<file path="config.mk">
export PLATFORM = sky130hd
export DESIGN_NAME = qspi_fill_arbiter_flat
export DESIGN_NICKNAME = d
export VERILOG_FILES = /design/src/rtl/qspi_fill_arbiter_if.sv /design/src/rtl/qspi_fill_arbiter.sv /design/src/flat_wrapper.sv
export SDC_FILE = /design/constraint.sdc
export NUM_CORES = 1
export LEC_CHECK = 0
export CORE_AREA = 2 2 130 132
export DETAILED_ROUTE_END_ITERATION = 16
export DIE_AREA = 0 0 132 134
export PLACE_DENSITY = 0.79
export SKIP_LAST_GASP = 1
export SLEW_MARGIN = 20
export SYNTH_ARGS = -nofsm -noshare
export SYNTH_HDL_FRONTEND = slang
export SYNTH_SLANG_ARGS = --single-unit
</file>
<file path="constraint.sdc">
create_clock -name HCLK -period 1.7 [get_ports HCLK]
set_input_delay 0.255 -clock HCLK [delete_from_list [all_inputs] [get_ports HCLK]]
set_output_delay 0.255 -clock HCLK [all_outputs]
set_load 0.02 [all_outputs]
</file>
<file path="src/rtl/qspi_fill_arbiter_if.sv">
// ---------------------------------------------------------------------------
// qspi_fill_arbiter_if
//   Bundles the two requester line-fill handshakes and the flash line reader
//   handshake seen by qspi_fill_arbiter. All signals are in the HCLK domain.
//
//   Requester side : req0/addr0/done0, req1/addr1/done1, shared line_o
//   Status         : busy
//   Reader side    : fr_rd/fr_addr (to reader), fr_done/fr_line (from reader)
//
//   slave  : the arbiter's view (drives done*, line_o, busy, fr_rd, fr_addr)
//   master : the environment's view (requesters plus flash reader)
// ---------------------------------------------------------------------------
interface qspi_fill_arbiter_if #(
    parameter int ADDR_W = 24,
    parameter int LINE_W = 128
) ();
    logic              req0;
    logic [ADDR_W-1:0] addr0;
    logic              req1;
    logic [ADDR_W-1:0] addr1;
    logic              done0;
    logic              done1;
    logic [LINE_W-1:0] line_o;
    logic              busy;
    logic              fr_rd;
    logic [ADDR_W-1:0] fr_addr;
    logic              fr_done;
    logic [LINE_W-1:0] fr_line;

    modport slave (
        input  req0, addr0, req1, addr1, fr_done, fr_line,
        output done0, done1, line_o, busy, fr_rd, fr_addr
    );

    modport master (
        output req0, addr0, req1, addr1, fr_done, fr_line,
        input  done0, done1, line_o, busy, fr_rd, fr_addr
    );
endinterface

</file>
<file path="src/rtl/qspi_fill_arbiter.sv">
// ---------------------------------------------------------------------------
// qspi_fill_arbiter
//   Shares one quad-SPI flash line reader between two line-fill requesters
//   (0 = instruction cache, 1 = data cache/DMA). One pending request is
//   granted in IDLE, the reader is strobed with the line-aligned address, the
//   returned line is captured and handed back with a done pulse. Requests for
//   the same line from both sides in the same IDLE cycle share one fill.
//
//   Ports:
//     HCLK     clock, rising edge
//     HRESETn  asynchronous active-low reset
//     bus      qspi_fill_arbiter_if.slave
//                req0/addr0, req1/addr1  level requests, address sampled at grant
//                done0/done1             1-cycle completion pulses
//                line_o                  registered fill data
//                busy                    high outside IDLE
//                fr_rd/fr_addr           read strobe and aligned address to reader
//                fr_done/fr_line         reader completion and line data
// ---------------------------------------------------------------------------
module qspi_fill_arbiter #(
    parameter int ADDR_W     = 24,
    parameter int LINE_W     = 128,
    parameter int FIXED_PRIO = 0
) (
    input  logic                 HCLK,
    input  logic                 HRESETn,
    qspi_fill_arbiter_if.slave   bus
);

    localparam int OFS = $clog2(LINE_W / 8);
    localparam int LA_W = ADDR_W - OFS;

    typedef enum logic [1:0] {
        ST_IDLE  = 2'd0,
        ST_ISSUE = 2'd1,
        ST_WAIT  = 2'd2,
        ST_RESP  = 2'd3
    } state_t;

    state_t            state_q, state_d;

    logic              gnt0_q, gnt1_q;
    logic              merged_q;
    logic              last_gnt_q;
    logic [ADDR_W-1:0] fr_addr_q;
    logic [LINE_W-1:0] line_q;

    logic [LA_W-1:0]   line_addr0, line_addr1;
    logic              merge;
    logic              pick1;

    logic              fr_rd_c, done0_c, done1_c, busy_c;

    // Arbitration: a lone request wins; on a tie either fixed priority to 0
    // or the requester that was not served last. Equal lines merge.
    always_comb begin
        line_addr0 = bus.addr0[ADDR_W-1:OFS];
        line_addr1 = bus.addr1[ADDR_W-1:OFS];
        merge      = bus.req0 & bus.req1 & (line_addr0 == line_addr1);
        if (FIXED_PRIO != 0) begin
            pick1 = bus.req1 & ~bus.req0;
        end else begin
            pick1 = bus.req1 & (~bus.req0 | ~last_gnt_q);
        end
    end

    always_ff @(posedge HCLK or negedge HRESETn) begin
        if (!HRESETn) begin
            state_q <= ST_IDLE;
        end else begin
            state_q <= state_d;
        end
    end

    always_comb begin
        state_d = state_q;
        fr_rd_c = 1'b0;
        done0_c = 1'b0;
        done1_c = 1'b0;
        busy_c  = 1'b1;
        case (state_q)
            ST_IDLE: begin
                busy_c = 1'b0;
                if (bus.req0 | bus.req1) begin
                    state_d = ST_ISSUE;
                end
            end
            ST_ISSUE: begin
                fr_rd_c = 1'b1;
                state_d = ST_WAIT;
            end
            ST_WAIT: begin
                if (bus.fr_done) begin
                    state_d = ST_RESP;
                end
            end
            ST_RESP: begin
                done0_c = gnt0_q;
                done1_c = gnt1_q;
                state_d = ST_IDLE;
            end
            default: state_d = ST_IDLE;
        endcase
    end

    // Grant/address latch, line capture and round-robin history.
    always_ff @(posedge HCLK or negedge HRESETn) begin
        if (!HRESETn) begin
            gnt0_q     <= 1'b0;
            gnt1_q     <= 1'b0;
            merged_q   <= 1'b0;
            last_gnt_q <= 1'b1;
            fr_addr_q  <= '0;
            line_q     <= '0;
        end else begin
            if (state_q == ST_IDLE && (bus.req0 | bus.req1)) begin
                gnt0_q    <= merge | ~pick1;
                gnt1_q    <= merge | pick1;
                merged_q  <= merge;
                fr_addr_q <= {(pick1 ? line_addr1 : line_addr0), {OFS{1'b0}}};
            end
            // fr_done outside WAIT is deliberately ignored.
            if (state_q == ST_WAIT && bus.fr_done) begin
                line_q <= bus.fr_line;
            end
            // A merged fill served both sides, so the tie history is kept.
            if (state_q == ST_RESP && !merged_q) begin
                last_gnt_q <= gnt1_q;
            end
        end
    end

    assign bus.fr_rd   = fr_rd_c;
    assign bus.fr_addr = fr_addr_q;
    assign bus.done0   = done0_c;
    assign bus.done1   = done1_c;
    assign bus.busy    = busy_c;
    assign bus.line_o  = line_q;

endmodule
</file>
<file path="src/flat_wrapper.sv">
// flat-port wrapper written by rule: the top's interface ports become plain ports
module qspi_fill_arbiter_flat 
#(
    parameter int ADDR_W     = 24,
    parameter int LINE_W     = 128,
    parameter int FIXED_PRIO = 0
)
  (HCLK, HRESETn, bus_req0, bus_addr0, bus_req1, bus_addr1, bus_fr_done, bus_fr_line, bus_done0, bus_done1, bus_line_o, bus_busy, bus_fr_rd, bus_fr_addr);
  qspi_fill_arbiter_if #(.ADDR_W(ADDR_W), .LINE_W(LINE_W)) bus_i ();
  input  logic HCLK;
  input  logic HRESETn;
  input wire logic [$bits(bus_i.req0)-1:0] bus_req0;
  input wire logic [$bits(bus_i.addr0)-1:0] bus_addr0;
  input wire logic [$bits(bus_i.req1)-1:0] bus_req1;
  input wire logic [$bits(bus_i.addr1)-1:0] bus_addr1;
  input wire logic [$bits(bus_i.fr_done)-1:0] bus_fr_done;
  input wire logic [$bits(bus_i.fr_line)-1:0] bus_fr_line;
  output wire logic [$bits(bus_i.done0)-1:0] bus_done0;
  output wire logic [$bits(bus_i.done1)-1:0] bus_done1;
  output wire logic [$bits(bus_i.line_o)-1:0] bus_line_o;
  output wire logic [$bits(bus_i.busy)-1:0] bus_busy;
  output wire logic [$bits(bus_i.fr_rd)-1:0] bus_fr_rd;
  output wire logic [$bits(bus_i.fr_addr)-1:0] bus_fr_addr;
  assign bus_i.req0 = bus_req0;
  assign bus_i.addr0 = bus_addr0;
  assign bus_i.req1 = bus_req1;
  assign bus_i.addr1 = bus_addr1;
  assign bus_i.fr_done = bus_fr_done;
  assign bus_i.fr_line = bus_fr_line;
  assign bus_done0 = bus_i.done0;
  assign bus_done1 = bus_i.done1;
  assign bus_line_o = bus_i.line_o;
  assign bus_busy = bus_i.busy;
  assign bus_fr_rd = bus_i.fr_rd;
  assign bus_fr_addr = bus_i.fr_addr;
  qspi_fill_arbiter #(.ADDR_W(ADDR_W), .LINE_W(LINE_W), .FIXED_PRIO(FIXED_PRIO)) u_core (.HCLK(HCLK), .HRESETn(HRESETn), .bus(bus_i));
endmodule
</file>
==> metrics.txt <==
outcome=finished, final reports clean; sequential share of the synthesized area=0.620; CP peak stage delay=630 ps; DR pass1 iterations=4; first-pass GRT wire length=27.4 mm; CP top delay family=buffers and inverters; number of routed nets with antenna violations=0; Cell Area, Placed=9820 um^2; number of remaining DRC errors=0; clock skew=6.92 ps; Post-synth ARST share=1.00; yosys warns=0; CP Class=reg2out; antenna violations before repair=0; NumNets Final=943; Tot Pwr=0.0202 W; Die W=132 um; CTS tree=yes; largest fanout on the critical path=2; Commonest cells post-synth=153 x dfrtp_1, 121 x mux2_1, 24 x o21ai_1, 23 x nand2_1, 21 x mux2i_1; Placeable Area=16300 um^2; Tcrit/Tclk final=0.973; largest net degree at the start of global routing=52; Power Density=1910 nW/um^2; GR Util All Layers=0.201; clock-pin slew on the worst setup and hold paths=60 ps; postcts setup bufs=0; I/O pin cnt=337; CP endpoint kind=primary output; WP data required=1440 ps; RSZ-0062 raised after global routing=true; Avg WL per Cell=17.8 um; Area Growth Syn to Fin=69.7%; crit path launch type=flop; final setup fails=0; IR drop worst, VDD=817 uV; Antenna Diode Count=0; max-cap violations=0; synth top area cells=dfrtp_1 62%, mux2_1 22%, mux2i_1 3.4%, xnor2_1 2.0%, o21ai_1 1.9%; starting density of the core=0.382; clk root buf=clkbuf_16; Vias per Instance=4.66; most common cell in the netlist=dfrtp_1; leakage=4.79 nW; Seq cells post-synth=154; Final Slew Violations=0; R2R setup slack=80 ps; die area=17700 um^2; Yosys top cell by area=dfrtp_1; vias in the first global route=5035; detailed-route via count=4617; Congestion Overflow GR=0; Post-Route WL=17.6 mm; worst-case clock buffer depth=2; fmax=605 MHz; Worst-Skew Late Latency=420 ps; worst hold path type=in2async; CP arrival=1400 ps; IO buf count=324; Filler cells=1190; Avg Synthesized Cell Area=14.7 um^2; Crit-path slowest cell=clkdlybuf4s50_1; Setup TNS=0 ps; post-synth cell types=28; Die Height=134 um; dpl hpwl=13.6 mm; post-route cell area=10600 um^2; Core Rows=47; fin crit period=1650 ps; Mapped Area=6220 um^2; Min Hold Slack=300 ps; Clock Sinks=154; share of cells above drive strength 1=0.0843; final hold vios=0; routability-driven placement congestion ratio=0.854; Cell Chain, Critical Path=clkdlybuf4s50_1; Starting DRT DRC Count=236; Top FF cell, synth=dfrtp_1; Post-synth EDFFs=0; synthesized instance count=422; H-Tree Depth=4; top-area cell type share of the netlist area=0.615; Buf/Inv on CP=1; CTS Buf Count=17
layout by cell type (no fill, tap or decap), drive strengths merged:
master	instances
nor2	1
mux2	130
bufinv	5
o32a	1
ha	4
a21oi	1
clkdlybuf4s15	1
dfstp	1
clkbuf	20
or4	1
nand2	23
dlygate4sd3	1
mux2i	21
nor3	1
conb	4
xor2	6
dlygate4sd2	5
clkinv	3
clkinvlp	2
nand3	2
inv	8
dlymetal6s2s	35
clkdlybuf4s50	279
nor4	1
and2	2
xnor2	14
nand2b	1
dfrtp	153
o21ai	25
buf	16
nand4	3
a21boi	1
metrics by stage:
step                instances   util  worst slack [ps]
floorplan                 425      -              98.5
global placement          958  0.603             -86.3
detailed placement        958  0.603              -127
CTS                       991  0.642              1.65
global route              991  0.648             -12.8
finish                    991  0.648              46.0
timing repair:
action,in CTS,in global routing
gates cloned,0,0
endpoints found under the setup margin,9,47
hold buffers,1,0
hold endpoints to repair,29,0
resized for setup,20,37
registers in the layout, indices dropped and copies added, names as in the netlist:
register            cells
u_core.gnt0_q           1
u_core.merged_q         1
u_core.last_gnt_q       1
u_core.state_q          2
u_core.bus.fr_addr     20
u_core.gnt1_q           1
u_core.bus.line_o     128
layout make-up:
type	instances	area [um^2]	share of cell area
Sequential cell	154	3850	0.365
Clock buffer	19	443	0.0420
Tap cell	220	275	0.0261
Timing Repair Buffer	338	3510	0.333
Multi-Input combinational cell	242	2240	0.212
Inverter	5	18.8	0.00178
Clock inverter	13	214	0.0203
power breakdown:
part / switching (W) / total, W / leakage (nW) / internal (W)
clock network: 0.00156 / 0.00422 / 0.315 / 0.00266
registers: 0.000993 / 0.00654 / 1.83 / 0.00555
logic: 0.00467 / 0.00943 / 2.64 / 0.00477
total: 0.00721 / 0.0202 / 4.79 / 0.0130
logic make-up (layout without fill, tap and decap cells):
kind of cell / after synthesis / in the layout / synth area share
simple gates: 35 / 35 / 0.0257
xor+xnor: 20 / 20 / 0.0282
other cells: 1 / 4 / 0.000603
flops: 154 / 154 / 0.620
buf+inv: 29 / 375 / 0.0237
mux: 151 / 151 / 0.269
compound gates: 28 / 28 / 0.0249
fa+ha+maj: 4 / 4 / 0.00805
worst paths after layout:
path,from,to,cells past startpoint
max,u_core.bus.fr_addr[12]$_DFFE_PN0P_,bus_fr_addr[12],1
min,HRESETn,u_core.bus.line_o[93]$_DFFE_PN0P_,2
max reg2reg,u_core.state_q[0]$_DFFE_PN0P_,u_core.bus.line_o[26]$_DFFE_PN0P_,5
max in group asynchronous,HRESETn,u_core.last_gnt_q$_DFFE_PN1P_,3
min in group HCLK,bus_fr_line[111],u_core.bus.line_o[111]$_DFFE_PN0P_,2
min reg2reg,u_core.bus.fr_addr[6]$_DFFE_PN0P_,u_core.bus.fr_addr[6]$_DFFE_PN0P_,2
metal layers:
metal | wire length, um | track usage | part of all wire
met4 | 467 | 0.0839 | 0.026
met3 | 1330 | 0.0707 | 0.076
met5 | 0 | 0 | 0
met2 | 9350 | 0.359 | 0.53
met1 | 6480 | 0.217 | 0.37
Note: power is estimated with default switching activity, not from simulation.
